===== src/rtl/adder_arb_pkg.sv =====
// ---------------------------------------------------------------------------
// adder_arb_pkg
// Shared types and constants for the adder_share_arb block.
//   NREQ_MAX    : largest supported requester count
//   add_req_t   : one adder operation (operands and add/sub select)
//   arb_state_e : response-register occupancy state
// ---------------------------------------------------------------------------
package adder_arb_pkg;

    localparam int NREQ_MAX = 8;

    typedef struct packed {
        logic [31:0] in0;
        logic [31:0] in1;
        logic        sub;
    } add_req_t;

    typedef enum logic {
        EMPTY = 1'b0,
        FULL  = 1'b1
    } arb_state_e;

endpackage


===== src/rtl/adder_bit32.sv =====
// ---------------------------------------------------------------------------
// adder_bit32
// 32-bit two's-complement adder/subtractor with signed-overflow flag.
// Ports:
//   a, b : operands
//   sub  : 1 = a - b, 0 = a + b
//   sum  : result, wraps mod 2^32
//   ovf  : signed overflow of the operation
// ---------------------------------------------------------------------------
module adder_bit32 (
    input  logic [31:0] a,
    input  logic [31:0] b,
    input  logic        sub,
    output logic [31:0] sum,
    output logic        ovf
);

    logic [31:0] b_eff;

    // Subtraction as a + ~b + 1; the +1 enters as the carry-in.
    assign b_eff = sub ? ~b : b;
    assign sum   = a + b_eff + {31'd0, sub};

    // Overflow when both adder inputs share a sign the result does not.
    assign ovf   = (a[31] == b_eff[31]) && (sum[31] != a[31]);

endmodule


===== src/rtl/rr_arbiter.sv =====
// ---------------------------------------------------------------------------
// rr_arbiter
// Combinational round-robin arbiter. Searches from ptr upward, wrapping
// NREQ-1 -> 0, and picks the first asserted request.
// Ports:
//   req      : request vector
//   ptr      : highest-priority index for this search
//   en       : allows the one-hot grant to assert
//   grant    : one-hot grant (zero when en=0 or no request)
//   idx      : encoded index of the winner (valid when any=1)
//   any      : at least one request is asserted
//   next_ptr : (idx + 1) mod NREQ, the pointer to load after a grant
// ---------------------------------------------------------------------------
module rr_arbiter #(
    parameter  int NREQ = 4,
    localparam int IDW  = $clog2(NREQ)
) (
    input  logic [NREQ-1:0] req,
    input  logic [IDW-1:0]  ptr,
    input  logic            en,
    output logic [NREQ-1:0] grant,
    output logic [IDW-1:0]  idx,
    output logic            any,
    output logic [IDW-1:0]  next_ptr
);

    always_comb begin
        logic [IDW-1:0] j;
        // NOTE: every output of a combinational block gets a default before
        // any conditional assignment, otherwise synthesis infers a latch.
        grant = '0;
        idx   = '0;
        any   = 1'b0;
        j     = '0;
        for (int k = 0; k < NREQ; k++) begin
            j = IDW'((int'(ptr) + k) % NREQ);
            if (!any && req[j]) begin
                any = 1'b1;
                idx = j;
            end
        end
        if (en && any) begin
            grant[idx] = 1'b1;
        end
    end

    assign next_ptr = (idx == IDW'(NREQ - 1)) ? '0 : idx + 1'b1;

endmodule


===== src/rtl/adder_share_arb.sv =====
// ---------------------------------------------------------------------------
// adder_share_arb
// Shares one adder_bit32 among NREQ requesters. A round-robin arbiter picks
// one valid request per cycle; its operands are muxed into the adder and the
// result is captured into a single registered response port tagged with the
// requester index. A held response can drain and be replaced in the same
// cycle, giving one operation per cycle under continuous demand.
//
// Optional build macro: ADD_ARB_STATS_EN adds grant_cnt, one saturating
// 16-bit grant counter per requester.
//
// Ports:
//   clk, rst_n : clock (rising edge), synchronous active-low reset
//   req_valid  : per-requester operation valid
//   req_ready  : per-requester accept, one-hot or zero
//   req_in0/1  : per-requester operands A and B
//   req_sub    : per-requester 1 = in0 - in1, 0 = in0 + in1
//   rsp_valid  : response register holds a result
//   rsp_ready  : consumer accepts the response
//   rsp_id     : requester index of the held result
//   rsp_out    : 32-bit sum/difference
//   rsp_ovf    : signed overflow of the held result
//   grant_cnt  : (ADD_ARB_STATS_EN only) per-requester grant counters
// ---------------------------------------------------------------------------
module adder_share_arb
    import adder_arb_pkg::*;
#(
    parameter  int NREQ = 4,
    localparam int IDW  = $clog2(NREQ)
) (
    input  logic                  clk,
    input  logic                  rst_n,
    input  logic [NREQ-1:0]       req_valid,
    output logic [NREQ-1:0]       req_ready,
    input  logic [NREQ-1:0][31:0] req_in0,
    input  logic [NREQ-1:0][31:0] req_in1,
    input  logic [NREQ-1:0]       req_sub,
    output logic                  rsp_valid,
    input  logic                  rsp_ready,
    output logic [IDW-1:0]        rsp_id,
    output logic [31:0]           rsp_out,
    output logic                  rsp_ovf
`ifdef ADD_ARB_STATS_EN
    ,
    output logic [NREQ-1:0][15:0] grant_cnt
`endif
);

    arb_state_e     state;
    logic [IDW-1:0] rr_ptr;

    logic            can_accept;
    logic            fire;
    logic [NREQ-1:0] grant;
    logic [IDW-1:0]  win_idx;
    logic            win_any;
    logic [IDW-1:0]  next_ptr;

    add_req_t        sel;
    logic [31:0]     sum;
    logic            ovf;

    // The register can take a new result when empty, or when the held one
    // leaves this same cycle.
    assign can_accept = (state == EMPTY) || rsp_ready;
    assign fire       = win_any && can_accept;

    rr_arbiter #(.NREQ(NREQ)) u_arb (
        .req      (req_valid),
        .ptr      (rr_ptr),
        .en       (can_accept && rst_n),
        .grant    (grant),
        .idx      (win_idx),
        .any      (win_any),
        .next_ptr (next_ptr)
    );

    assign req_ready = grant;

    assign sel = '{in0: req_in0[win_idx], in1: req_in1[win_idx], sub: req_sub[win_idx]};

    adder_bit32 u_add (
        .a   (sel.in0),
        .b   (sel.in1),
        .sub (sel.sub),
        .sum (sum),
        .ovf (ovf)
    );

    assign rsp_valid = (state == FULL);

    // NOTE: sequential state is written with non-blocking assignments so
    // every register samples pre-edge values regardless of statement order.
    always_ff @(posedge clk) begin
        if (!rst_n) begin
            state   <= EMPTY;
            rr_ptr  <= '0;
            rsp_id  <= '0;
            rsp_out <= '0;
            rsp_ovf <= 1'b0;
        end else begin
            case (state)
                EMPTY: begin
                    if (fire) begin
                        state <= FULL;
                    end
                end
                FULL: begin
                    // Without rsp_ready nothing moves: the result is held.
                    if (rsp_ready && !win_any) begin
                        state <= EMPTY;
                    end
                end
                default: state <= EMPTY;
            endcase

            if (fire) begin
                rsp_id  <= win_idx;
                rsp_out <= sum;
                rsp_ovf <= ovf;
                rr_ptr  <= next_ptr;
            end
        end
    end

`ifdef ADD_ARB_STATS_EN
    always_ff @(posedge clk) begin
        if (!rst_n) begin
            grant_cnt <= '0;
        end else begin
            for (int g = 0; g < NREQ; g++) begin
                if (grant[g] && (grant_cnt[g] != 16'hFFFF)) begin
                    grant_cnt[g] <= grant_cnt[g] + 16'd1;
                end
            end
        end
    end
`endif

endmodule

===== config.mk =====
export PLATFORM = sky130hd
export DESIGN_NAME = adder_share_arb
export DESIGN_NICKNAME = d
export VERILOG_FILES = /design/src/rtl/adder_arb_pkg.sv /design/src/rtl/adder_bit32.sv /design/src/rtl/rr_arbiter.sv /design/src/rtl/adder_share_arb.sv
export SDC_FILE = /design/constraint.sdc
export NUM_CORES = 1
export LEC_CHECK = 0
export CAP_MARGIN = 20
export CORE_AREA = 2 2 118 120
export CTS_CLUSTER_SIZE = 40
export DETAILED_ROUTE_END_ITERATION = 16
export DIE_AREA = 0 0 120 122
export PLACE_DENSITY = 0.84
export SKIP_LAST_GASP = 1
export SLEW_MARGIN = 20
export SYNTH_ARGS = -nofsm -noshare
export SYNTH_HDL_FRONTEND = slang
export SYNTH_SLANG_ARGS = --single-unit

===== constraint.sdc =====
create_clock -name clk -period 18.6 [get_ports clk]
set_input_delay 5.58 -clock clk [delete_from_list [all_inputs] [get_ports clk]]
set_output_delay 5.58 -clock clk [all_outputs]
set_load 0.01 [all_outputs]

==> metrics.txt, run 1 <==
clock-pin slew on the worst setup and hold paths ~0.05 ns; post-layout minimum cycle time between 10 and 15 ns; CTS tree done; Place WS roughly 4.5 ns; post-synthesis cell type count 52; Post-synth top flop dfxtp_1; cts repair resizes 0; H-tree depth 2; endpoints failing setup 0; number of max-cap violations 0; remaining antenna violation count after routing 0; GR Util All Layers around 26%; buffer count from post-CTS setup fixing 0; clk buf depth 2; Arrival @ worst endpoint 8.54 ns; hold path depth 2; row count 43; Crit path required time around 13 ns; Final nets between 1000 and 1500; Non-Filler Instances 1283; Fmax between 70 and 80 MHz; R2R setup slack 12.73 ns; unrepaired setup endpoints after global routing no; CP endpoint req_ready[1]; min-delay worst type reg -> reg; worst-margin pin slew 0.9577 ns; Root Driver clkbuf_16; Ys Warns 0; layout cells sized above 1 ~2.6%; syn nets about 1100; worst vdd ir 0.00005472 V; worst-path maximum fanout 70; wire per inst 15.54 µm; Reg2Reg Depth 19; Pre-antenna DRT Iters 4; overall routed net length 19940 µm; Fin. Hold Viols 0; First DRT Iteration DRCs between 400 and 500; Worst Setup Start Kind input pin; status finished, final reports clean; RR Startpoint rr_ptr[1]; total power approximately 0.95 mW; initial core utilization 39.11%; global-route wire length before repair 30380 µm; core area 13500 µm²; Seq cells post-synth 38; Rel. slew slack 36.15%; drt via density 5.244; largest net degree at the start of global routing 71; clock sink count 38; register area share after synthesis between 10% and 20%; Crit Path Category in -> out; Die W between 100 and 150 µm; Area growth syn-to-layout 62.24%; placed cell count around 1300; post-route setup slack roughly 4.5 ns; Post-Synthesis Cells approximately 840; Max Slew Vio Count 0; grt ovf 0; clk_lat worst skew around 0.28 ns; DPL Wire Length roughly 16000 µm; nature of the critical path endpoint output pin; Placer Congestion 0.9506; synthesized area approximately 5300 µm²; total power divided by cell area 111.3 nW/µm²; Avg Inst Size Synth approximately 6.3 µm²; Die H 122 µm; async set-reset flop share out of synthesis 0%; Post-synth EDFFs 0; reg-to-reg endpoint rsp_ovf; DRC Markers 0; crit path from req_valid[0]; LEAKAGE 3.704 nW; fin crit share roughly 76%; DR vias slightly below 7000; Fin Clk Skew about 0.0016 ns; # port buffers about 300; CTS Buf Count 5; initial antenna violation count 1; hold buffer count at CTS 0; Ports roughly 310; setup tns final 0 ns; die footprint ~15000 µm²; vias in the first global route 6124
## logic make-up after synthesis
kind of cell    synth area share [%]
simple gates                   38.05
compound gates                 21.30
buf+inv                        5.568
xor+xnor                       9.784
flops                          14.40
fa+ha+maj                      8.434
mux                            2.464
## synth_stat cells, types with 3 or more instances
master	n	area share, %
nand2_1	298	21
and3_1	67	7.9
a31oi_1	64	7.6
clkbuf_1	53	3.8
xnor2_1	42	7.0
dfxtp_1	38	14
ha_1	34	8.1
o21ai_0	33	3.1
a21oi_1	26	2.5
and2_1	20	2.4
nand3_1	18	1.7
xor2_1	17	2.8
a21o_1	15	2.1
nor2_1	14	1.0
inv_1	10	0.71
a21boi_0	8	1.1
mux2i_1	7	1.3
nand2b_1	6	0.71
nand4_1	6	0.71
o21bai_1	6	0.85
buf_1	5	0.36
o211ai_1	5	0.71
o21ai_1	5	0.47
or3_1	4	0.47
nor3_1	3	0.28
o211a_1	3	0.57
## placed cells by master, fill, tap and decap left out, types with 3 or more instances in the layout
master and instances:
a31oi_1 64, dfxtp_1 38, nand2_1 298, o211a_1 3, or3_1 3, buf_4 7, xnor2_1 42, o21ai_0 33
inv_1 10, o211ai_1 5, nand4_1 6, nor2_1 14, o21bai_1 6, ha_1 34, mux2i_1 7, nand2b_1 5
a21o_1 15, clkbuf_16 5, a21oi_1 25, o21ai_1 5, xor2_1 17, a21boi_0 8, clkdlybuf4s50_1 306, and3_1 67
nor3_1 3, nand3_1 18, and2_1 20
## per-layer routing
layer  routed length [µm]  up-vias  GRT usage, %
met5                    0        -             0
met4                  356        0         5.588
met3                 1166       29         3.230
met2                 9837      251         45.24
met1                 8581     3037         33.17
li1                     -     3411             -
## how the worst min path moves through the flow
stage / endpoint / from / slack, ns
2_1_floorplan: rsp_out[25] / rsp_out[25] / 0.48
3_3_place_gp: rsp_id[1] / rsp_id[1] / 0.45
3_5_place_dp: rsp_id[1] / rsp_id[1] / 0.46
4_1_cts: rsp_out[1] / rsp_out[1] / 0.47
5_1_grt: rsp_out[5] / rsp_out[5] / 0.51
6_report: rsp_out[1] / rsp_out[1] / 0.47
## registers in the layout, summed over array words and instances, names as in the netlist
signal	count
rsp_out	32
rsp_ovf	1
rsp_id	2
rr_ptr	2
rsp_valid	1
## worst max-delay path: stages
cell and delay, ns:
clkdlybuf4s50_1 0.53, a21oi_1 0.09, o21ai_0 0.31, a21oi_4 0.09, buf_4 0.33, inv_2 0.10, buf_4 0.56, ha_1 0.27
and3_1 0.14, clkdlybuf4s50_1 0.53
## stage by stage
step / instance area [µm²] / utilization, % / hold slack (ns)
final: 8568 / 63.45 / 0.4663
after global placement: 8403 / 62.23 / 0.4538
after global routing: 8568 / 63.45 / 0.5126
after floorplan: 5281 / - / 0.4836
after detailed placement: 8403 / 62.23 / 0.4630
after CTS: 8566 / 63.43 / 0.4735
## power by group
group	switching, mW	internal [mW]
Sequential	0.0152	0.110
Combinational	0.398	0.337
Clock	0.0305	0.0633
Total	0.443	0.510
## cell type report
class                      instances  area [µm²]
clock inverter                     1       30.03
tap                              180       225.2
inverter                          13       53.80
sequential                        38       760.7
timing repair buffer             313        3115
fill                            1217        4936
antenna                            1       2.502
multi-input combinational        730        4248
clock buffer                       7       132.6
Note: power is estimated with default switching activity, not from simulation.
==> run 2, diff against run 1 <==
Settings changed: CORE_AREA 2 2 118 120 to not set, CORE_UTILIZATION set to 36, DIE_AREA 0 0 120 122 to not set, PLACE_DENSITY 0.84 to 0.81.
Clock period 18.6 ns to 12.7 ns, I/O delays scaled along.
==> metrics.txt, run 2 (synthesized netlist as in run 1, its figures left out) <==
Non-Filler Instances 1282; post-route setup slack about 2.3 ns; RR Startpoint rr_ptr[1]; Die W 123.1 µm; Reg2Reg Depth 21; Placer Congestion around 0.89; Root Driver clkbuf_16; grt ovf 0; crit path cell chain clkdlybuf4s50_1 > nand2b_1 > a21oi_1 > or3_4 > clkinv_4 > ha_1 > and3_1 > clkdlybuf4s50_1; largest stage delay on the critical path around 0.54 ns; layout cells sized above 1 under 10%; Crit Path Category in -> out; die footprint roughly 15000 µm²; area post-placement between 8000 and 9000 µm²; Fin Clk Skew about 0.0029 ns; DRC Markers 0; Worst Setup Start Kind input pin; GR Util All Layers between 20% and 30%; Max Slew Vio Count 0; drt via density 5.244; most frequent cells in the layout 306 x clkdlybuf4s50_1, 298 x nand2_1, 67 x and3_1, 64 x a31oi_1, 42 x xnor2_1; CTS tree done; H-tree depth 2; row count 43; R2R setup slack between 6 and 7 ns; CTS Buf Count 5; total power divided by cell area between 150 and 200 nW/µm²; Biggest register rsp_out; # port buffers just over 300; buffer count from post-CTS setup fixing 0; cts repair resizes 0; Final nets approximately 1400; CP max-delay cell or3_4; unrepaired setup endpoints after global routing no; setup tns final 0 ns; crit-path most repeated cell clkdlybuf4s50_1; Crit path required time between 8 and 9 ns; overall routed net length 19860 µm; largest net degree at the start of global routing 84; Arrival @ worst endpoint 6.58 ns; remaining antenna violation count after routing 0; max reg flops 32; endpoints failing setup 0; post-layout minimum cycle time between 10 and 15 ns; fin crit share 81.79%; worst vdd ir roughly 0.00007 V; met1 Use GR between 30% and 40%; CP endpoint req_ready[3]; clock-pin slew on the worst setup and hold paths approximately 0.050 ns; initial core utilization 37.47%; initial antenna violation count 1; worst-margin pin slew 0.9422 ns; vias in the first global route approximately 6200; Non-Filler Cell Area, Final roughly 8600 µm²; hold buffer count at CTS 0; GR Util met2 between 40% and 50%; clock sink count 38; final core occ roughly three fifths; min-delay worst type reg -> reg; DPL Wire Length ~16000 µm; Ports roughly 310; nature of the critical path endpoint output pin; placed cell count 1273; Fmax 96.27 MHz; Rel. slew slack a little under two fifths; wire per inst roughly 15 µm; met3 Track Usage GR ~3.2%; Area growth syn-to-layout 62.78%; most common cell after layout, fill and taps aside clkdlybuf4s50_1; largest registers rsp_out (32), rr_ptr (2), rsp_id (2); DR vias around 6700; global-route wire length before repair between 30000 and 40000 µm; worst-path maximum fanout 55; number of max-cap violations 0; crit path from req_valid[2]; LEAKAGE 3.719 nW; First DRT Iteration DRCs roughly 450; status finished, final reports clean; Die H between 100 and 150 µm; core area between 10000 and 15000 µm²; clk buf depth 2; grt peak-use layer met2; Place WS 2.301 ns; reg-to-reg endpoint rsp_ovf; Pre-antenna DRT Iters 5; Fin. Hold Viols 0; clk_lat worst skew approximately 0.28 ns
run 2: cell types whose count changed in the layout (fill, tap and decap cells not counted):
cell,change
clkbuf_8,+1
bufinv_16,+1
buf_4,-1
clkbuf_1,-2
run 2: worst min-delay path by stage:
| stage | startpoint | end | slack [ns] | depth (start not counted) |
|---|---|---|---|---|
| after CTS | rsp_id[1] | rsp_id[1] | 0.46 | 2 |
| after floorplan | rsp_out[25] | rsp_out[25] | 0.48 | 2 |
| after global placement | rsp_id[1] | rsp_id[1] | 0.45 | 2 |
| after detailed placement | rsp_id[1] | rsp_id[1] | 0.46 | 2 |
| final | rsp_id[1] | rsp_id[1] | 0.46 | 2 |
| after global routing | rsp_out[1] | rsp_out[1] | 0.49 | 2 |
run 2: stage by stage:
| step | hold slack (ns) | power (mW) |
|---|---|---|
| finish | 0.4592 | 1.425 |
| CTS | 0.4646 | 1.421 |
| global placement | 0.4506 | 1.232 |
| global route | 0.4920 | 1.545 |
| floorplan | 0.4836 | 0.8883 |
| detailed placement | 0.4573 | 1.251 |
run 2: where the power goes:
| part | total [mW] | internal, mW | switching (mW) |
|---|---|---|---|
| clock network | 0.162 | 0.118 | 0.0447 |
| logic | 1.08 | 0.493 | 0.584 |
| registers | 0.185 | 0.161 | 0.0236 |
| total | 1.42 | 0.772 | 0.653 |
run 2: layout make-up:
class,count,area [µm²]
Fill cell,1339,5499
Multi-Input combinational cell,730,4248
Clock buffer,6,138.9
Antenna cell,1,2.502
Tap cell,180,225.2
Timing Repair Buffer,312,3108
Clock inverter,2,60.06
Inverter,13,53.80
Sequential cell,38,760.7
run 2: worst max-delay path, delay by kind of cell:
kind            cells  cell delay, ns
buf+inv             3            1.47
fa+ha+maj           1            0.35
compound gates      1            0.15
simple gates        3            0.77
run 2: layer usage:
metal / part of all wire (%) / routed length, µm / vias to the layer above
li1: - / - / 3410
met2: 48 / 9580 / 248
met4: 2.4 / 473 / 0
met5: 0 / 0 / -
met1: 44 / 8675 / 3027
met3: 5.7 / 1125 / 38
